`config.mk`:
```
export PLATFORM = sky130hd
export DESIGN_NAME = demux_1to2_buffered_flat
export DESIGN_NICKNAME = d
export VERILOG_FILES = /design/src/rtl/demux_1to2_buffered_if.sv /design/src/rtl/demux_1to2_buffered.sv /design/src/flat_wrapper.sv
export SDC_FILE = /design/constraint.sdc
export NUM_CORES = 1
export LEC_CHECK = 0
export ABC_CLOCK_PERIOD_IN_PS = 2270
export BUFFER_PORTS_ARGS = -buffer_cell sky130_fd_sc_hd__buf_2
export CAP_MARGIN = 10
export CELL_PAD_IN_SITES_DETAIL_PLACEMENT = 1
export CELL_PAD_IN_SITES_GLOBAL_PLACEMENT = 2
export CORE_MARGIN = 1.5
export CORE_UTILIZATION = 30
export CTS_CLUSTER_DIAMETER = 40
export DETAILED_ROUTE_END_ITERATION = 16
export PLACE_DENSITY_LB_ADDON = 0.2
export SLEW_MARGIN = 30
export SYNTH_ARGS = -nofsm -noshare
export SYNTH_HDL_FRONTEND = slang
export SYNTH_SLANG_ARGS = --single-unit
```
`constraint.sdc`:
```
create_clock -name Clk -period 2.27 [get_ports Clk]
set_input_delay 0.454 -clock Clk [delete_from_list [all_inputs] [get_ports Clk]]
set_output_delay 0.454 -clock Clk [all_outputs]
set_load 0.1 [all_outputs]
```
`src/rtl/demux_1to2_buffered_if.sv`:
```
// Handshake bundle for the buffered 1-to-2 demux: one upstream producer port and two
// downstream consumer ports, each consumer fed by its own 2-entry queue.
interface demux_1to2_buffered_if #(
    parameter int unsigned WIDTH = 32
);
    // Upstream side
    logic [WIDTH-1:0] inData;
    logic             inValid;
    logic             sel;
    logic             inReady;

    // Consumer A
    logic [WIDTH-1:0] outA;
    logic             outAValid;
    logic             outAReady;

    // Consumer B
    logic [WIDTH-1:0] outB;
    logic             outBValid;
    logic             outBReady;

    // Queue occupancy (0..2)
    logic [1:0]       levelA;
    logic [1:0]       levelB;

    // Environment view: drives the offered word and the consumer pop requests
    modport master (
        output inData,
        output inValid,
        output sel,
        input  inReady,
        input  outA,
        input  outAValid,
        output outAReady,
        input  outB,
        input  outBValid,
        output outBReady,
        input  levelA,
        input  levelB
    );

    // Block view
    modport slave (
        input  inData,
        input  inValid,
        input  sel,
        output inReady,
        output outA,
        output outAValid,
        input  outAReady,
        output outB,
        output outBValid,
        input  outBReady,
        output levelA,
        output levelB
    );
endinterface

```
`src/rtl/demux_1to2_buffered.sv`:
```
// Buffered 1-to-2 demux. Each accepted word is routed by sel into one of two independent
// 2-entry FIFOs (index 0 = queue A, index 1 = queue B). Each queue's head word is held in
// a dedicated register so outA/outB never see a combinational path from inData.
module demux_1to2_buffered #(
    parameter int unsigned WIDTH = 32
) (
    input  logic                   Clk,
    input  logic                   Rst,
    demux_1to2_buffered_if.slave   bus
);

    // Registered queue state
    logic [WIDTH-1:0] r_mem   [2][2];
    logic [1:0]       r_level [2];
    logic [1:0]       r_wr_ptr;
    logic [1:0]       r_rd_ptr;
    logic [WIDTH-1:0] r_head  [2];

    // Next-state and handshake wires
    logic             w_in_ready;
    logic [1:0]       w_push;
    logic [1:0]       w_pop;
    logic [1:0]       w_level_d [2];
    logic [1:0]       w_wr_ptr_d;
    logic [1:0]       w_rd_ptr_d;
    logic [WIDTH-1:0] w_head_d  [2];
    logic [1:0]       w_head_load;

    // Ready depends only on sel and registered levels, so a full queue refuses a push
    // even when it is being popped in the same cycle.
    assign w_in_ready = bus.sel ? (r_level[1] != 2'd2) : (r_level[0] != 2'd2);

    // Push goes to exactly one queue, chosen by sel on the accepting cycle
    assign w_push[0] = bus.inValid && w_in_ready && !bus.sel;
    assign w_push[1] = bus.inValid && w_in_ready &&  bus.sel;

    // Pop only when the queue holds something; ready on an empty queue is ignored
    assign w_pop[0] = (r_level[0] != 2'd0) && bus.outAReady;
    assign w_pop[1] = (r_level[1] != 2'd0) && bus.outBReady;

    // Next level, pointers and head word for each queue
    always_comb begin
        for (int q = 0; q < 2; q++) begin
            w_level_d[q] = r_level[q];
            unique case ({w_push[q], w_pop[q]})
                2'b10:   w_level_d[q] = r_level[q] + 2'd1;
                2'b01:   w_level_d[q] = r_level[q] - 2'd1;
                default: w_level_d[q] = r_level[q];
            endcase

            w_wr_ptr_d[q] = r_wr_ptr[q] ^ w_push[q];
            w_rd_ptr_d[q] = r_rd_ptr[q] ^ w_pop[q];

            // If this cycle's write lands in the slot that becomes the head, forward it;
            // this covers a push into an empty queue and push+pop at level 1.
            if (w_push[q] && (r_wr_ptr[q] == w_rd_ptr_d[q])) begin
                w_head_d[q] = bus.inData;
            end else begin
                w_head_d[q] = r_mem[q][w_rd_ptr_d[q]];
            end

            // An emptied queue keeps presenting its last word
            w_head_load[q] = (w_level_d[q] != 2'd0);
        end
    end

    // Levels and pointers; pointers are single bits that wrap naturally
    always_ff @(posedge Clk or negedge Rst) begin
        if (!Rst) begin
            for (int q = 0; q < 2; q++) begin
                r_level[q] <= 2'd0;
            end
            r_wr_ptr <= 2'b00;
            r_rd_ptr <= 2'b00;
        end else begin
            for (int q = 0; q < 2; q++) begin
                r_level[q] <= w_level_d[q];
            end
            r_wr_ptr <= w_wr_ptr_d;
            r_rd_ptr <= w_rd_ptr_d;
        end
    end

    // Storage: write the accepted word at the routed queue's write pointer
    always_ff @(posedge Clk or negedge Rst) begin
        if (!Rst) begin
            for (int q = 0; q < 2; q++) begin
                for (int e = 0; e < 2; e++) begin
                    r_mem[q][e] <= '0;
                end
            end
        end else begin
            for (int q = 0; q < 2; q++) begin
                if (w_push[q]) begin
                    r_mem[q][r_wr_ptr[q]] <= bus.inData;
                end
            end
        end
    end

    // Registered head words that drive outA/outB
    always_ff @(posedge Clk or negedge Rst) begin
        if (!Rst) begin
            for (int q = 0; q < 2; q++) begin
                r_head[q] <= '0;
            end
        end else begin
            for (int q = 0; q < 2; q++) begin
                if (w_head_load[q]) begin
                    r_head[q] <= w_head_d[q];
                end
            end
        end
    end

    assign bus.inReady   = w_in_ready;
    assign bus.outA      = r_head[0];
    assign bus.outAValid = (r_level[0] != 2'd0);
    assign bus.levelA    = r_level[0];
    assign bus.outB      = r_head[1];
    assign bus.outBValid = (r_level[1] != 2'd0);
    assign bus.levelB    = r_level[1];

endmodule

```
`src/flat_wrapper.sv`:
```
// flat-port wrapper written by rule: the top's interface ports become plain ports
module demux_1to2_buffered_flat 
#(
    parameter int unsigned WIDTH = 32
)
  (Clk, Rst, bus_inData, bus_inValid, bus_sel, bus_inReady, bus_outA, bus_outAValid, bus_outAReady, bus_outB, bus_outBValid, bus_outBReady, bus_levelA, bus_levelB);
  demux_1to2_buffered_if #(.WIDTH(WIDTH)) bus_i ();
  input  logic Clk;
  input  logic Rst;
  input wire logic [$bits(bus_i.inData)-1:0] bus_inData;
  input wire logic [$bits(bus_i.inValid)-1:0] bus_inValid;
  input wire logic [$bits(bus_i.sel)-1:0] bus_sel;
  output wire logic [$bits(bus_i.inReady)-1:0] bus_inReady;
  output wire logic [$bits(bus_i.outA)-1:0] bus_outA;
  output wire logic [$bits(bus_i.outAValid)-1:0] bus_outAValid;
  input wire logic [$bits(bus_i.outAReady)-1:0] bus_outAReady;
  output wire logic [$bits(bus_i.outB)-1:0] bus_outB;
  output wire logic [$bits(bus_i.outBValid)-1:0] bus_outBValid;
  input wire logic [$bits(bus_i.outBReady)-1:0] bus_outBReady;
  output wire logic [$bits(bus_i.levelA)-1:0] bus_levelA;
  output wire logic [$bits(bus_i.levelB)-1:0] bus_levelB;
  assign bus_i.inData = bus_inData;
  assign bus_i.inValid = bus_inValid;
  assign bus_i.sel = bus_sel;
  assign bus_inReady = bus_i.inReady;
  assign bus_outA = bus_i.outA;
  assign bus_outAValid = bus_i.outAValid;
  assign bus_i.outAReady = bus_outAReady;
  assign bus_outB = bus_i.outB;
  assign bus_outBValid = bus_i.outBValid;
  assign bus_i.outBReady = bus_outBReady;
  assign bus_levelA = bus_i.levelA;
  assign bus_levelB = bus_i.levelB;
  demux_1to2_buffered #(.WIDTH(WIDTH)) u_core (.Clk(Clk), .Rst(Rst), .bus(bus_i));
endmodule
```
==> flow_metrics.tcl, run 1 <==
set metrics [dict create \
    status "complete, but fails checks" \
    violations "setup timing" \
    synth_flop_cell "dfrtp_1" \
    core_area_mm2 0.02980 \
    drc 0 \
    clock_latency_ps 430 \
    dieHeight_um 177.6 \
    cp_max_fo 10 \
    cts_made_buffers 17 \
    seq_area_frac_synth 0.5473 \
    period_needed_ps 2309 \
    wire_per_inst_um 21.30 \
    final_max_slew_viol_count 0 \
    ios 109 \
    synth_adder_area_share 0.008209 \
    portBuffers 108 \
    root_buffer "clkbuf_16" \
    final_common_cell "dfrtp_1" \
    fin_crit_sh 1.017 \
    worst_slew_pin_slew_ps 575.8 \
    numClockSinks 200 \
    final_net_count 827 \
    synth_edf_count 0 \
    async_flop_share 1.000 \
    timing.reg2reg.setup_slack_ps -40 \
    drt-pass1-iter-count 4 \
    overflow 0 \
    vias 5785 \
    synth-seq-cells 200 \
    syn_inst 645 \
    drtIter0Drc 269 \
    antenna_found_initial 1 \
    tritoncts "done" \
    gp_congestion 0.7385 \
    grt_pass1_wl_um 38510 \
    rsz0062_at_grt "true" \
    htree_levels 4 \
    clk_pin_slew_worst_paths_ps 80 \
    drive_above_1_share 0.5233 \
    final_antenna_net_count 0 \
    max_slew_margin 0.6162 \
    syn_area_per_cell_um2 14.18 \
    layout_common_cells "dfrtp_1, mux2_2, buf_2" \
    initial_core_util 0.3069 \
    yosysUniqueCellTypes 29 \
    synth.area.mux_share 0.2289 \
    routed_via_density 4.878 \
    synth_top_family_by_area "multiplexers" \
    setup_viol 20 \
    worst_setup_path_end_kind "flip-flop" \
    yosys_warnings 0 \
    setup_ws_ps -39.37 \
    grt_max_degree 65 \
    wl_um 25270 \
    finalHoldViolCount 0 \
    synth_area_mm2 0.009145 \
    area_delta_synth_final_pct 25.08 \
    dieWidth_um 177.6 \
    rows 63 \
    hp-class "input pin to asynchronous set/reset pin" \
    grt_usage 0.1634 \
    synth_simple_gate_area_frac 0.03831 \
    grt_pass1_vias 6452 \
    skew_ps 14.85 \
    maxCapViolCount 0 \
    syn_nets 689 \
    synth-compound-area-share 0.1118 \
    critPathKind "flip-flop to flip-flop" \
    nFillCells 3107 \
    fmax_ghz 0.4330 \
    clk_path_buf_depth 2 \
    cp_data_required_time_ps 2600 \
    dieArea_mm2 0.03154 \
    holdWs_ps 14.26 \
    place_hpwl_um 16690 \
    cp-start-kind "flip-flop" \
    timing.rr.start "u_core.bus.levelB[0]" \
    crit_start "u_core.bus.levelB[0]" \
    synthXorXnorAreaFrac 0.01915 \
    arrival_ps 2640 \
]
==> kinds of logic (layout without fill, tap and decap cells) <==
logic type,Yosys count,count (layout)
multiplexers,193,193
AND/OR/NAND/NOR,80,80
adder cells (fa/ha/maj),6,6
XOR/XNOR,14,14
AO/OA/AOI/OAI,72,72
other,0,1
flip-flops,200,200
buffers and inverters,80,230
==> critical path, stage by stage, from the launching register on <==
cell	delay, ps
dfrtp_4	420
nand2b_4	150
and3_4	220
inv_4	50
ha_4	260
or3b_4	400
o21a_4	140
o21a_4	160
buf_12	170
a221oi_4	220
==> layer usage <==
layer / share of wire / vias up / GRT usage
met1: 0.47 / 3056 / 0.2250
met5: 0 / - / 0
li1: - / 2596 / -
met2: 0.48 / 107 / 0.2646
met3: 0.033 / 26 / 0.02913
met4: 0.014 / 0 / 0.04237
==> repair_timing <==
item	in CTS	in global routing
cloned	0	3
resized for setup	7	16
pin swaps	2	33
buffers inserted	0	1
hold buffers	0	0
setup endpoints to repair	42	60
==> worst paths after layout <==
path / depth (start not counted) / end
worst max-delay path: 9 / u_core.bus.outB[27]
worst min-delay path: 1 / u_core.r_mem[57]
worst max register to register: 9 / u_core.bus.outB[27]
worst min register to register: 1 / u_core.r_mem[44]
max in group asynchronous: 2 / u_core.bus.outA[9]
min in group Clk: 2 / u_core.r_mem[66]
==> final cells by class <==
class / count / area [um^2] / share of cell area
clock inverter: 13 / 142.6 / 0.01247
inverter: 40 / 152.6 / 0.01334
timing repair buffer: 159 / 1254 / 0.1096
multi-input combinational: 365 / 3945 / 0.3449
sequential: 200 / 5015 / 0.4384
antenna: 1 / 2.502 / 0.0002188
clock buffer: 18 / 439.2 / 0.03839
tap: 390 / 488.0 / 0.04266
==> flip-flops by register name (all words and copies together), names as in the netlist <==
name,cells
u_core.bus.levelA,2
u_core.bus.levelB,2
u_core.bus.outA,32
u_core.bus.outB,32
u_core.r_mem,128
u_core.r_rd_ptr,2
u_core.r_wr_ptr,2
==> stage by stage <==
step | TNS (ps) | area, um^2 | utilization | setup slack [ps] | instances
floorplan | -11740 | 9199 | - | -195.0 | 645
global placement | -9.446 | 10590 | 0.3555 | -9.446 | 1150
detailed placement | -2521 | 10590 | 0.3555 | -95.45 | 1150
global route | -3613 | 11440 | 0.3838 | -106.4 | 1185
CTS | -42.16 | 11200 | 0.3760 | -18.15 | 1181
finish | -268.7 | 11440 | 0.3839 | -39.37 | 1186
==> cell usage after synthesis, types with 3 or more instances <==
master | instances | area (um^2)
a221oi_2 | 60 | 900.9
clkbuf_1 | 10 | 37.54
dfrtp_1 | 200 | 5005
mux2_2 | 129 | 1453
buf_1 | 12 | 45.04
buf_4 | 3 | 22.52
o21a_4 | 3 | 45.04
nor2_1 | 66 | 247.7
inv_1 | 39 | 146.4
buf_6 | 15 | 168.9
xnor2_1 | 8 | 70.07
nand2b_1 | 4 | 25.02
ha_1 | 6 | 75.07
mux2i_1 | 64 | 640.6
Power of run 1 is left out: the tool's default activity adds up to more than one toggle a clock period on the data nets, which glitch-free logic cannot reach.
==> inputs of run 2 (changes only) <==
--- a/config.mk
+++ b/config.mk
@@ -5,15 +5,15 @@
 export SDC_FILE = /design/constraint.sdc
 export NUM_CORES = 1
 export LEC_CHECK = 0
-export ABC_CLOCK_PERIOD_IN_PS = 2270
+export ABC_CLOCK_PERIOD_IN_PS = 2600
 export BUFFER_PORTS_ARGS = -buffer_cell sky130_fd_sc_hd__buf_2
 export CAP_MARGIN = 10
 export CELL_PAD_IN_SITES_DETAIL_PLACEMENT = 1
 export CELL_PAD_IN_SITES_GLOBAL_PLACEMENT = 2
-export CORE_MARGIN = 1.5
 export CORE_UTILIZATION = 30
 export CTS_CLUSTER_DIAMETER = 40
 export DETAILED_ROUTE_END_ITERATION = 16
+export HOLD_SLACK_MARGIN = 0.08
 export PLACE_DENSITY_LB_ADDON = 0.2
 export SLEW_MARGIN = 30
 export SYNTH_ARGS = -nofsm -noshare
==> constraint.sdc (replaced) <==
create_clock -name Clk -period 2.6 [get_ports Clk]
set_input_delay 0.52 -clock Clk [delete_from_list [all_inputs] [get_ports Clk]]
set_output_delay 0.52 -clock Clk [all_outputs]
set_load 0.1 [all_outputs]
==> run 2 against run 1 <==
The flow now finishes without violations. Core utilization fell by 1.5 points. Clock-buffer cell count fell by 1. Via count fell by 1.4%. First-iteration DRC count fell by 37%. Cell count fell by 1.3%. Routed wire length rose by 0.42%. Critical endpoint is now u_core.bus.outB[7].
==> flow_metrics.tcl, run 2 (same netlist as run 1, synthesis figures left out) <==
set metrics [dict create \
    status "finished, final reports clean" \
    rows 63 \
    arrival_ps 2820 \
    dieHeight_um 176.6 \
    wl_um 25370 \
    path_cells "buf_4, o21a_4, ha_1, or3b_1, o21a_2, o21a_4, a221oi_2" \
    final_net_count 812 \
    layout_common_cells "dfrtp_1, mux2_2, buf_2" \
    grt_max_degree 66 \
    dp_slack_ps -21.90 \
    cp_data_required_time_ps 2950 \
    wire_per_inst_um 21.67 \
    period_needed_ps 2471 \
    cts_made_buffers 17 \
    drt-pass1-iter-count 4 \
    dieArea_mm2 0.03119 \
    timing.rr.start "u_core.bus.levelB[0]" \
    cp-endpoint "u_core.bus.outB[7]" \
    crit_slowest_cell "dfrtp_4" \
    core_area_mm2 0.02980 \
    placed_cells 1134 \
    cp_max_fo 16 \
    crit_start "u_core.bus.levelB[0]" \
    htree_levels 4 \
    root_buffer "clkbuf_16" \
    fin_cells 1171 \
    fmax_ghz 0.4048 \
    area_delta_synth_final_pct 20.28 \
    maxCapViolCount 0 \
    clk_pin_slew_worst_paths_ps 80 \
    worst_setup_path_end_kind "flip-flop" \
    overflow 0 \
    fin_crit_sh 0.9502 \
    initial_core_util 0.3069 \
    rr_endpoint "u_core.bus.outB[7]" \
    antenna_cells 0 \
    drc 0 \
    portBuffers 108 \
    vias 5706 \
    setup_ws_ps 129.5 \
    met2_length_um 12760 \
    final_common_cell "dfrtp_1" \
    final_max_slew_viol_count 0 \
    grt_usage 0.1683 \
    top_register "u_core.r_mem" \
    ios 109 \
    tritoncts "done" \
    r2r_cells 7 \
    critPathKind "flip-flop to flip-flop" \
    dieWidth_um 176.6 \
    largest_reg_flops 128 \
    postLayoutCoreUtil 0.3692 \
    cts_hold_buf 0 \
    gp_congestion 0.7468 \
    antenna_found_initial 1 \
    drive_above_1_share 0.5032 \
    slowest_delay_ps 480 \
    max_slew_margin 0.5062 \
    drt-met1-wl_um 11250 \
    routed_via_density 4.873 \
    rsz0062_at_grt "false" \
    drtIter0Drc 169 \
    finalHoldViolCount 0 \
    top_layer_used "met5" \
    crit_top_cell "o21a_4" \
    grt_pass1_vias 6472 \
    timing.reg2reg.setup_slack_ps 130 \
    hp-class "input pin to asynchronous set/reset pin" \
    numClockSinks 200 \
    clock_latency_ps 440 \
    final_antenna_net_count 0 \
    skew_ps 18.19 \
    setup_viol 0 \
    clk_path_buf_depth 2 \
    worst_slew_pin_slew_ps 740.7 \
    met3_length_um 1002 \
    grt_pass1_wl_um 39020 \
    place_hpwl_um 16460 \
    cp-start-kind "flip-flop" \
]
-- run 2: cell count changes in the layout (fill, tap and decap cells not counted), sizes merged --
cell,before,now
o21a,6,8
inv,44,47
buf,154,141
clkinvlp,4,0
clkinv,4,7
diode,1,0
clkbuf,23,18
-- run 2: repair_timing --
| item | 4_1_cts | 5_1_grt |
|---|---|---|
| endpoints found under the hold margin | 0 | 0 |
| endpoints found under the setup margin | 2 | 32 |
| buffers inserted | 0 | 3 |
| gates cloned | 0 | 2 |
| gates resized for setup | 1 | 6 |
-- run 2: layer usage --
layer / GRT usage / up-vias
li1: - / 2557
met1: 0.2157 / 3014
met2: 0.2904 / 108
met3: 0.02778 / 25
met4: 0.04777 / 2
met5: 0 / -
-- run 2: worst min-delay path by stage --
stage | end | slack, ps | cells after the start
after detailed placement | u_core.r_mem[92] | 500 | 1
after floorplan | u_core.bus.levelA[0] | 220 | 0
final | u_core.r_mem[123] | 80 | 1
after global routing | u_core.r_mem[91] | 110 | 1
after CTS | u_core.r_mem[91] | 100 | 1
after global placement | u_core.r_mem[4] | 490 | 1
-- run 2: critical path: cells and delay by family, from the launching register on --
kind                       cells  cell delay [ps]
AOI/OAI and AO/OA              4              970
adders and majority gates      1              360
buffers and inverters          1              150
DFF                            1              480
and+or+nand+nor                1              410
-- run 2: cell type report --
type / count / area [um^2]
Fill cell: 3103 / 18800
Tap cell: 390 / 488.0
Timing Repair Buffer: 142 / 962.2
Multi-Input combinational cell: 367 / 3781
Clock inverter: 15 / 180.2
Clock buffer: 17 / 425.4
Inverter: 40 / 150.1
Sequential cell: 200 / 5012
-- run 2: metrics by stage --
stage | area (um^2) | TNS [ps] | hold WS [ps]
after floorplan | 9153 | 0 | 224.4
after global placement | 10320 | 0 | 487.5
after detailed placement | 10320 | -37.09 | 495.3
after CTS | 10940 | -38.62 | 97.07
after global routing | 11000 | 0 | 110.1
final | 11000 | 0 | 79.31
Power of run 2 is left out for the same reason.
==> inputs of run 3 (changes only) <==
--- a/config.mk
+++ b/config.mk
@@ -10,6 +10,7 @@
 export CAP_MARGIN = 10
 export CELL_PAD_IN_SITES_DETAIL_PLACEMENT = 1
 export CELL_PAD_IN_SITES_GLOBAL_PLACEMENT = 2
+export CORE_ASPECT_RATIO = 0.8
 export CORE_UTILIZATION = 30
 export CTS_CLUSTER_DIAMETER = 40
 export DETAILED_ROUTE_END_ITERATION = 16
==> run 3 against run 2 <==
Die area about the same. Clock skew decreased by 3.0 ps. Sequential cell count unchanged. Worst hold slack improved by 32 ps. Non-clock buffer count increased by 6. Routed wire length increased by 0.57%. Largest cell class unchanged.
==> flow_metrics.tcl, run 3 (same netlist as run 1, synthesis figures left out) <==
set metrics [dict create \
    post_cts_resized 0 \
    clock_latency_ps 450 \
    grt_usage 0.1739 \
    layout_common_cells "dfrtp_1, mux2_2, buf_2" \
    cts_setup_buffers 2 \
    multi_input_area_mm2 0.003741 \
    drive_above_1_share 0.5032 \
    skew_ps 15.20 \
    cts_hold_buf 0 \
    cp_max_fo 13 \
    drtIter0Drc 196 \
    antenna_found_initial 0 \
    grt_pass1_vias 6488 \
    nFillCells 3093 \
    rsz0062_at_grt "false" \
    cp-start-kind "flip-flop" \
    numClockSinks 200 \
    grt_use_met3 0.04346 \
    grt.met1_usage 0.2393 \
    top_register "u_core.r_mem" \
    dieWidth_um 197.2 \
    final_antenna_net_count 0 \
    final_max_slew_viol_count 0 \
    final_net_count 816 \
    largest_reg_flops 128 \
    tritoncts "done" \
    postLayoutCoreUtil 0.3713 \
    crit_family "compound AO/OA/AOI/OAI gates" \
    arrival_ps 2840 \
    routed_via_density 4.813 \
    cts_made_buffers 17 \
    period_needed_ps 2488 \
    initial_core_util 0.3086 \
    wire_per_inst_um 21.43 \
    finalHoldViolCount 0 \
    clk_path_buf_depth 2 \
    max_slew_margin 0.5658 \
    dieHeight_um 158.2 \
    grt.busiest_layer "met2" \
    htree_levels 4 \
    placed_cells 1157 \
    crit_top_cell "buf_12" \
    drc 0 \
    core_area_mm2 0.02964 \
    fmax_ghz 0.4019 \
    worst_setup_path_end_kind "flip-flop" \
    ios 109 \
    dieArea_mm2 0.03119 \
    setup_viol 0 \
    crit_slowest_cell "dfrtp_4" \
    rows 56 \
    final_common_cell "dfrtp_1" \
    grt_pass1_wl_um 39920 \
    critPathKind "flip-flop to flip-flop" \
    clk_pin_slew_worst_paths_ps 80 \
    crit_buf_inv 3 \
    worst_slew_pin_slew_ps 651.2 \
    portBuffers 108 \
    root_buffer "clkbuf_16" \
    fin_crit_sh 0.9570 \
    status "finished, final reports clean" \
    slowest_delay_ps 470 \
    area_delta_synth_final_pct 20.35 \
    maxCapViolCount 0 \
    drt-pass1-iter-count 4 \
    cp_data_required_time_ps 2950 \
    overflow 0 \
    vias 5732 \
    met2_usage 0.2762 \
    wl_um 25520 \
    antenna_cells 0 \
    fin_cells 1191 \
    gp_congestion 0.7753 \
    hp-class "input pin to asynchronous set/reset pin" \
    path_cells "buf_4, o21a_4, ha_1, or3b_1, o21ai_1, nor3_4, buf_12, buf_12, a221oi_2" \
    place_hpwl_um 17200 \
    regArea_mm2 0.005012 \
    grt_max_degree 71 \
]
==> run 3: layout make-up <==
| cell class | instances | area share |
|---|---|---|
| clock inverter | 14 | 0.01523 |
| clock buffer | 18 | 0.03990 |
| sequential | 200 | 0.4554 |
| inverter | 40 | 0.01364 |
| multi-input combinational | 365 | 0.3399 |
| tap | 406 | 0.04616 |
| timing repair buffer | 148 | 0.08970 |
==> run 3: through the flow <==
stage                     instance area (um^2)  TNS [ps]  worst slack [ps]  hold slack, ps
final                                    11010         0             111.9           110.9
after floorplan                           9153         0             21.36           224.4
after CTS                                11010         0             110.9           114.5
after global routing                     11010         0             3.870           131.6
after detailed placement                 10360    -709.5            -46.69           495.2
after global placement                   10360         0             41.24           488.3
==> run 3: final timing paths <==
path	to	cells after the start	start	slack, ps
worst min register to register	u_core.r_mem[113]	1	u_core.r_mem[113]	510
worst max register to register	u_core.bus.outB[22]	9	u_core.bus.levelB[0]	110
max in group asynchronous	u_core.r_mem[43]	2	Rst	1580
min in group Clk	u_core.r_mem[15]	2	bus_inData[15]	370
worst min-delay path	u_core.bus.outB[26]	1	Rst	110
worst max-delay path	u_core.bus.outB[22]	9	u_core.bus.levelB[0]	110
==> run 3: routing by layer <==
| layer | wire [um] | part of all wire |
|---|---|---|
| met5 | 0 | 0 |
| met4 | 165 | 0.0065 |
| met3 | 885 | 0.035 |
| met2 | 11880 | 0.47 |
| met1 | 12580 | 0.49 |
Power of run 3 is left out for the same reason.
